$ cat config.mk
export PLATFORM = sky130hd
export DESIGN_NAME = rggen_bus_initiator_flat
export DESIGN_NICKNAME = d
export VERILOG_FILES = /design/src/rtl/rggen_bus_initiator_pkg.sv /design/src/rtl/rggen_bus_initiator_if.sv /design/src/rtl/rggen_bus_initiator_watchdog.sv /design/src/rtl/rggen_bus_initiator.sv /design/src/flat_wrapper.sv
export SDC_FILE = /design/constraint.sdc
export NUM_CORES = 1
export LEC_CHECK = 0
export BUFFER_PORTS_ARGS = -buffer_cell sky130_fd_sc_hd__buf_2
export CAP_MARGIN = 15
export CORE_MARGIN = 8
export CORE_UTILIZATION = 40
export CTS_BUF_LIST = sky130_fd_sc_hd__clkbuf_8 sky130_fd_sc_hd__clkbuf_16
export CTS_CLUSTER_SIZE = 8
export DETAILED_ROUTE_END_ITERATION = 12
export PLACE_DENSITY_LB_ADDON = 0.15
export SYNTH_ARGS = -nofsm -noshare
export SYNTH_HDL_FRONTEND = slang
export SYNTH_SLANG_ARGS = --single-unit
$ cat constraint.sdc
create_clock -name i_clk -period 1.7 [get_ports i_clk]
set_input_delay 0.34 -clock i_clk [delete_from_list [all_inputs] [get_ports i_clk]]
set_output_delay 0.34 -clock i_clk [all_outputs]
set_load 0.05 [all_outputs]
$ cat src/rtl/rggen_bus_initiator_pkg.sv
// Shared register-bus access/status encodings plus initiator-local helpers.
package rggen_rtl_pkg;

    typedef enum logic [1:0] {
        RGGEN_POSTED_WRITE = 2'b01,
        RGGEN_READ         = 2'b10,
        RGGEN_WRITE        = 2'b11
    } rggen_access;

    typedef enum logic [1:0] {
        RGGEN_OKAY         = 2'b00,
        RGGEN_EXOKAY       = 2'b01,
        RGGEN_SLAVE_ERROR  = 2'b10,
        RGGEN_DECODE_ERROR = 2'b11
    } rggen_status;

endpackage

package rggen_bus_initiator_pkg;

    import rggen_rtl_pkg::*;

    function automatic rggen_access cmd_to_access(input logic write);
        if (write) begin
            return RGGEN_WRITE;
        end else begin
            return RGGEN_READ;
        end
    endfunction

endpackage

$ cat src/rtl/rggen_bus_initiator_if.sv
// Register-block bus: the initiator drives the master side, adapters the slave side.
interface rggen_bus_if
    import rggen_rtl_pkg::*;
#(
    parameter int ADDRESS_WIDTH = 8,
    parameter int BUS_WIDTH     = 32
);

    logic                       valid;
    rggen_access                access;
    logic [ADDRESS_WIDTH-1:0]   address;
    logic [BUS_WIDTH-1:0]       write_data;
    logic [BUS_WIDTH/8-1:0]     strobe;
    logic                       ready;
    rggen_status                status;
    logic [BUS_WIDTH-1:0]       read_data;

    modport master (
        output valid, access, address, write_data, strobe,
        input  ready, status, read_data
    );

    modport slave (
        input  valid, access, address, write_data, strobe,
        output ready, status, read_data
    );

endinterface

$ cat src/rtl/rggen_bus_initiator_watchdog.sv
// Access watchdog: counts ISSUE cycles without ready and flags the final one.
module rggen_bus_initiator_watchdog #(
    parameter int TIMEOUT_CYCLES = 256
) (
    input  logic i_clk,
    input  logic i_rst_n,
    input  logic i_clear,
    input  logic i_active,
    input  logic i_ready,
    output logic o_expired
);

    localparam int CNT_W = $clog2(TIMEOUT_CYCLES + 1);
    localparam logic [CNT_W-1:0] LAST_COUNT = CNT_W'(TIMEOUT_CYCLES - 1);

    logic [CNT_W-1:0] r_count;

    // A ready in the final cycle suppresses expiry so the real completion wins.
    assign o_expired = i_active && !i_ready && (r_count == LAST_COUNT);

    // Wait-cycle counter, cleared as each access is accepted.
    always_ff @(posedge i_clk or negedge i_rst_n) begin
        if (!i_rst_n) begin
            r_count <= '0;
        end else if (i_clear) begin
            r_count <= '0;
        end else if (i_active && !i_ready && !o_expired) begin
            r_count <= r_count + CNT_W'(1);
        end else begin
            r_count <= r_count;
        end
    end

endmodule

$ cat src/rtl/rggen_bus_initiator.sv
// Single-outstanding register bus initiator: command stream in, bus access, response stream out.
// Optional access watchdog enabled by defining RGGEN_BUS_INITIATOR_TIMEOUT_EN.
module rggen_bus_initiator
    import rggen_rtl_pkg::*;
    import rggen_bus_initiator_pkg::*;
#(
    parameter int ADDRESS_WIDTH  = 8,
    parameter int BUS_WIDTH      = 32,
    parameter int TIMEOUT_CYCLES = 256
) (
    input  logic                        i_clk,
    input  logic                        i_rst_n,
    input  logic                        i_cmd_valid,
    output logic                        o_cmd_ready,
    input  logic                        i_cmd_write,
    input  logic [ADDRESS_WIDTH-1:0]    i_cmd_address,
    input  logic [BUS_WIDTH-1:0]        i_cmd_write_data,
    input  logic [BUS_WIDTH/8-1:0]      i_cmd_strobe,
    output logic                        o_rsp_valid,
    input  logic                        i_rsp_ready,
    output logic [1:0]                  o_rsp_status,
    output logic [BUS_WIDTH-1:0]        o_rsp_read_data,
    rggen_bus_if.master                 bus_if
);

    typedef enum logic [1:0] {
        ST_IDLE  = 2'b00,
        ST_ISSUE = 2'b01,
        ST_RESP  = 2'b10
    } state_e;

    localparam int ADDR_LSB = $clog2(BUS_WIDTH / 8);
    localparam logic [ADDRESS_WIDTH-1:0] ADDR_MASK =
        ~ADDRESS_WIDTH'((32'd1 << ADDR_LSB) - 32'd1);

    if ((BUS_WIDTH % 8) != 0) begin : g_bad_bus_width
        $error("rggen_bus_initiator: BUS_WIDTH must be a multiple of 8");
    end
    if (TIMEOUT_CYCLES < 1) begin : g_bad_timeout
        $error("rggen_bus_initiator: TIMEOUT_CYCLES must be at least 1");
    end

    state_e                     r_state;
    logic                       r_cmd_ready;
    logic                       r_bus_valid;
    rggen_access                r_access;
    logic [ADDRESS_WIDTH-1:0]   r_address;
    logic [BUS_WIDTH-1:0]       r_write_data;
    logic [BUS_WIDTH/8-1:0]     r_strobe;
    logic                       r_rsp_valid;
    rggen_status                r_rsp_status;
    logic [BUS_WIDTH-1:0]       r_rsp_read_data;
    logic                       w_timeout;

`ifdef RGGEN_BUS_INITIATOR_TIMEOUT_EN
    rggen_bus_initiator_watchdog #(
        .TIMEOUT_CYCLES (TIMEOUT_CYCLES)
    ) u_watchdog (
        .i_clk      (i_clk),
        .i_rst_n    (i_rst_n),
        .i_clear    (i_cmd_valid && r_cmd_ready),
        .i_active   (r_state == ST_ISSUE),
        .i_ready    (bus_if.ready),
        .o_expired  (w_timeout)
    );
`else
    assign w_timeout = 1'b0;
`endif

    // Access FSM; every output is a register updated alongside the state.
    always_ff @(posedge i_clk or negedge i_rst_n) begin
        if (!i_rst_n) begin
            r_state         <= ST_IDLE;
            r_cmd_ready     <= 1'b1;
            r_bus_valid     <= 1'b0;
            r_access        <= rggen_access'(2'b00);
            r_address       <= '0;
            r_write_data    <= '0;
            r_strobe        <= '0;
            r_rsp_valid     <= 1'b0;
            r_rsp_status    <= RGGEN_OKAY;
            r_rsp_read_data <= '0;
        end else begin
            case (r_state)
                ST_IDLE: begin
                    if (i_cmd_valid) begin
                        r_state      <= ST_ISSUE;
                        r_cmd_ready  <= 1'b0;
                        r_bus_valid  <= 1'b1;
                        r_access     <= cmd_to_access(i_cmd_write);
                        r_address    <= i_cmd_address & ADDR_MASK;
                        r_write_data <= i_cmd_write_data;
                        r_strobe     <= i_cmd_strobe;
                    end else begin
                        r_state      <= ST_IDLE;
                    end
                end
                ST_ISSUE: begin
                    if (bus_if.ready) begin
                        r_state         <= ST_RESP;
                        r_bus_valid     <= 1'b0;
                        r_rsp_valid     <= 1'b1;
                        r_rsp_status    <= bus_if.status;
                        r_rsp_read_data <= (r_access == RGGEN_READ) ? bus_if.read_data : '0;
                    end else if (w_timeout) begin
                        r_state         <= ST_RESP;
                        r_bus_valid     <= 1'b0;
                        r_rsp_valid     <= 1'b1;
                        r_rsp_status    <= RGGEN_SLAVE_ERROR;
                        r_rsp_read_data <= '0;
                    end else begin
                        r_state         <= ST_ISSUE;
                    end
                end
                ST_RESP: begin
                    if (i_rsp_ready) begin
                        r_state     <= ST_IDLE;
                        r_rsp_valid <= 1'b0;
                        r_cmd_ready <= 1'b1;
                    end else begin
                        r_state     <= ST_RESP;
                    end
                end
                default: begin
                    r_state     <= ST_IDLE;
                    r_cmd_ready <= 1'b1;
                    r_bus_valid <= 1'b0;
                    r_rsp_valid <= 1'b0;
                end
            endcase
        end
    end

    assign o_cmd_ready       = r_cmd_ready;
    assign o_rsp_valid       = r_rsp_valid;
    assign o_rsp_status      = r_rsp_status;
    assign o_rsp_read_data   = r_rsp_read_data;
    assign bus_if.valid      = r_bus_valid;
    assign bus_if.access     = r_access;
    assign bus_if.address    = r_address;
    assign bus_if.write_data = r_write_data;
    assign bus_if.strobe     = r_strobe;

endmodule

$ cat src/flat_wrapper.sv
// flat-port wrapper written by rule: the top's interface ports become plain ports
module rggen_bus_initiator_flat import rggen_rtl_pkg::*; import rggen_bus_initiator_pkg::*;
#(
    parameter int ADDRESS_WIDTH  = 8,
    parameter int BUS_WIDTH      = 32,
    parameter int TIMEOUT_CYCLES = 256
)
  (i_clk, i_rst_n, i_cmd_valid, o_cmd_ready, i_cmd_write, i_cmd_address, i_cmd_write_data, i_cmd_strobe, o_rsp_valid, i_rsp_ready, o_rsp_status, o_rsp_read_data, bus_if_valid, bus_if_access, bus_if_address, bus_if_write_data, bus_if_strobe, bus_if_ready, bus_if_status, bus_if_read_data);
  rggen_bus_if #(.ADDRESS_WIDTH(ADDRESS_WIDTH), .BUS_WIDTH(BUS_WIDTH)) bus_if_i ();
  input  logic i_clk;
  input  logic i_rst_n;
  input  logic i_cmd_valid;
  output logic o_cmd_ready;
  input  logic i_cmd_write;
  input  logic [ADDRESS_WIDTH-1:0] i_cmd_address;
  input  logic [BUS_WIDTH-1:0] i_cmd_write_data;
  input  logic [BUS_WIDTH/8-1:0] i_cmd_strobe;
  output logic o_rsp_valid;
  input  logic i_rsp_ready;
  output logic [1:0] o_rsp_status;
  output logic [BUS_WIDTH-1:0] o_rsp_read_data;
  output wire logic [$bits(bus_if_i.valid)-1:0] bus_if_valid;
  output wire logic [$bits(bus_if_i.access)-1:0] bus_if_access;
  output wire logic [$bits(bus_if_i.address)-1:0] bus_if_address;
  output wire logic [$bits(bus_if_i.write_data)-1:0] bus_if_write_data;
  output wire logic [$bits(bus_if_i.strobe)-1:0] bus_if_strobe;
  input wire logic [$bits(bus_if_i.ready)-1:0] bus_if_ready;
  input wire logic [$bits(bus_if_i.status)-1:0] bus_if_status;
  input wire logic [$bits(bus_if_i.read_data)-1:0] bus_if_read_data;
  assign bus_if_valid = bus_if_i.valid;
  assign bus_if_access = bus_if_i.access;
  assign bus_if_address = bus_if_i.address;
  assign bus_if_write_data = bus_if_i.write_data;
  assign bus_if_strobe = bus_if_i.strobe;
  assign bus_if_i.ready = bus_if_ready;
  assign bus_if_i.status = bus_if_status;
  assign bus_if_i.read_data = bus_if_read_data;
  rggen_bus_initiator #(.ADDRESS_WIDTH(ADDRESS_WIDTH), .BUS_WIDTH(BUS_WIDTH), .TIMEOUT_CYCLES(TIMEOUT_CYCLES)) u_core (.i_clk(i_clk), .i_rst_n(i_rst_n), .i_cmd_valid(i_cmd_valid), .o_cmd_ready(o_cmd_ready), .i_cmd_write(i_cmd_write), .i_cmd_address(i_cmd_address), .i_cmd_write_data(i_cmd_write_data), .i_cmd_strobe(i_cmd_strobe), .o_rsp_valid(o_rsp_valid), .i_rsp_ready(i_rsp_ready), .o_rsp_status(o_rsp_status), .o_rsp_read_data(o_rsp_read_data), .bus_if(bus_if_i));
endmodule
==> summary.txt <==
Clocking
  • Maximum level of the CTS H-tree: 3
  • Clock network latency to the later pin of the worst-skew pair: approximately 340 ps
  • Maximum buffer depth of the clock tree: 2
  • TritonCTS buffer count: 9
  • CTS sink cnt: 83
  • TritonCTS clock tree: done
  • Post-CTS Hold Buffers: 0
  • Clock root cell: clkbuf_8
  • Clock slew at the register clock pins of the worst setup and hold paths: 90 ps
  • Post-CTS sizing: 0
  • Post-CTS Setup Repair Bufs: 0

Logic synthesis
  • Most used flip-flop cell after synthesis: dfrtp_1
  • Synth Area per Inst: 12.61 µm²
  • Post-synthesis cell area: 3304 µm²
  • Most repeated cell in the gate-level netlist after synthesis: dfrtp_1
  • Cell types with the largest area share after synthesis: dfrtp_1, mux2_2, nand2_1
  • Warning count from the yosys run: 0
  • Area share of the leading cell type in the synthesized netlist: approximately 62%
  • Top cells by count, synth: dfrtp_1, nand2_1, o21ai_0, mux2_2
  • Gate Count Post-Synth: 262
  • Synth cell types: 25
  • Synth area leader: dfrtp_1
  • Number of flops mapped to enable cells by yosys: 0
  • Post-synthesis async set-or-reset flop share: 100.0%
  • Register bit total from synthesis: 83
  • Sequential-to-total area share from yosys stat: 62.89%

Setup path
  • Maximum cell stage delay along the critical path: 540 ps
  • Critical path startpoint: u_core.o_cmd_ready
  • R2R Setup Slk: 360 ps
  • Buf+Inv Stages, Crit Path: 1
  • WP data required: 1360 ps
  • Worst EP arrival: 1140 ps
  • Worst reg2reg path startpoint: u_core.r_state[1]
  • Startpoint Class: flop
  • Highest fanout seen on the critical path: 3
  • Endpoint class of the critical path: output pin
  • Slowest cell on the critical path: dfstp_2
  • Cell-by-cell listing of the critical path: buf_2
  • Dominant delay contributor by cell family on the critical path: flip-flops
  • Critical path type: reg -> out

Timing
  • Final setup fails: 0
  • Final number of max-transition violations: 0
  • Worst Skew: approximately 13 ps
  • Number of hold violations in the final report: 0
  • Final period util: around 87%
  • Max Freq: slightly below 700 MHz
  • TNS Setup: 0 ps
  • RSZ-0062 raised after global routing: no
  • Minimum period implied by the final worst setup slack: 1483 ps

Routing
  • Total length of routed wires: 7907 µm
  • Top routing layer in use: met4
  • Total met2 wirelength after detailed routing: 3962 µm
  • Met1 Wirelength: 3271 µm
  • Met3 routed wirelength: 564 µm
  • Number of vias per cell after detailed routing: approximately 4.4
  • Routed vias: 2378
  • Routed len/inst: approximately 15 µm
  • Drt initial violations: 57
  • Number of remaining DRC errors: 0
  • Residual antenna-violating net count after detailed routing: 0
  • Pre-Repair DR Iteration Count: 4

Die
  • Area inside the core boundary: ~8100 µm²
  • Total die area: 11430 µm²
  • # IOs: about 170
  • Die Span Y: 106.9 µm
  • Die Wd: 106.9 µm
  • Number of cell rows: 33
  • Initial Utilization: 40.83%

GRT
  • Antenna violations before repair: 0
  • First-pass GRT wire length: 12850 µm
  • GR Util All Layers: around 14%
  • Via count of the first global-routing pass: 2520
  • Total grt overflow: 0
  • Largest net degree at the start of global routing: between 80 and 90

Finish
  • Fraction of layout cells with a size suffix above 1: 53.72%
  • Diode insertion count for antenna repair: 0
  • Fillcell total: 784
  • Count of nets after finishing: slightly above 500
  • Reg area: 2078 µm²
  • Synthesis-to-finish area growth: 33.28%
  • Area used by multi-input combinational logic: 1081 µm²

Place
  • Gp weighted congestion: 0.7147
  • DP HPWL: around 6000 µm
  • Number of buffers inserted by port buffering: 162

Worst hold path
  • Min-Delay Path Class: in -> async

Outcome
  • Status: completed

Run
  • # Max-Cap Violations: 0
-- cell usage in the layout (no fill, tap or decap), drive strengths merged --
master,instances
buf,169
dfrtp,82
nand2,67
mux2,45
o21ai,33
clkbuf,9
clkinv,5
nor2,4
a21oi,2
inv,2
conb,2
nand3b,1
a211oi,1
nand2b,1
nor2b,1
nor3,1
or2,1
o21a,1
o22ai,1
bufinv,1
dfstp,1
-- cell type report --
cell class / count / share of cell area, %
Clock buffer: 9 / 2.813
Sequential cell: 83 / 47.19
Timing Repair Buffer: 169 / 20.80
Clock inverter: 7 / 1.591
Inverter: 1 / 0.08523
Multi-Input combinational cell: 161 / 24.55
Tap cell: 105 / 2.983
-- cell families after synthesis --
group / Yosys count / share of synthesized area (%)
flip-flops: 83 / 62.89
AND/OR/NAND/NOR: 76 / 10.11
multiplexers: 45 / 16.36
AO/OA/AOI/OAI: 38 / 5.945
buffers and inverters: 19 / 4.581
other: 1 / 0.1135
-- stage by stage --
stage	hold slack [ps]	instance area, µm²	setup slack (ps)	instances	utilization (%)
finish	1.645	4404	216.6	535	54.42
global route	29.99	4404	182.4	535	54.42
CTS	25.10	4404	190.3	535	54.42
detailed placement	410.6	4210	331.5	519	52.03
global placement	408.8	4210	364.4	519	52.03
floorplan	44.41	3308	195.6	263	-
-- path summary, 6_finish.rpt --
kind | to | depth (start not counted)
min | u_core.bus_if.write_data[23] | 2
max | o_cmd_ready | 1
max reg2reg | u_core.bus_if.address[5] | 3
max in group asynchronous | u_core.o_rsp_read_data[24] | 2
min reg2reg | u_core.o_rsp_read_data[11] | 2
min in group i_clk | u_core.bus_if.write_data[24] | 2
-- state kept, by name, indices dropped and copies added, names as in the netlist --
name                      flops
u_core.o_cmd_ready            1
u_core.bus_if.address         6
u_core.o_rsp_status           2
u_core.r_state                2
u_core.bus_if.valid           1
u_core.bus_if.strobe          4
u_core.bus_if.access          2
u_core.bus_if.write_data     32
u_core.o_rsp_valid            1
u_core.o_rsp_read_data       32
-- layer usage --
layer  global-route usage [%]  up-vias
met1                    16.42     1095
li1                         -     1193
met4                    5.427        0
met3                    4.019        9
met2                    23.58       81
met5                        0        -
Power is not shown: default switching activity piles up to over one toggle a cycle in this logic, so the estimate is an artifact.
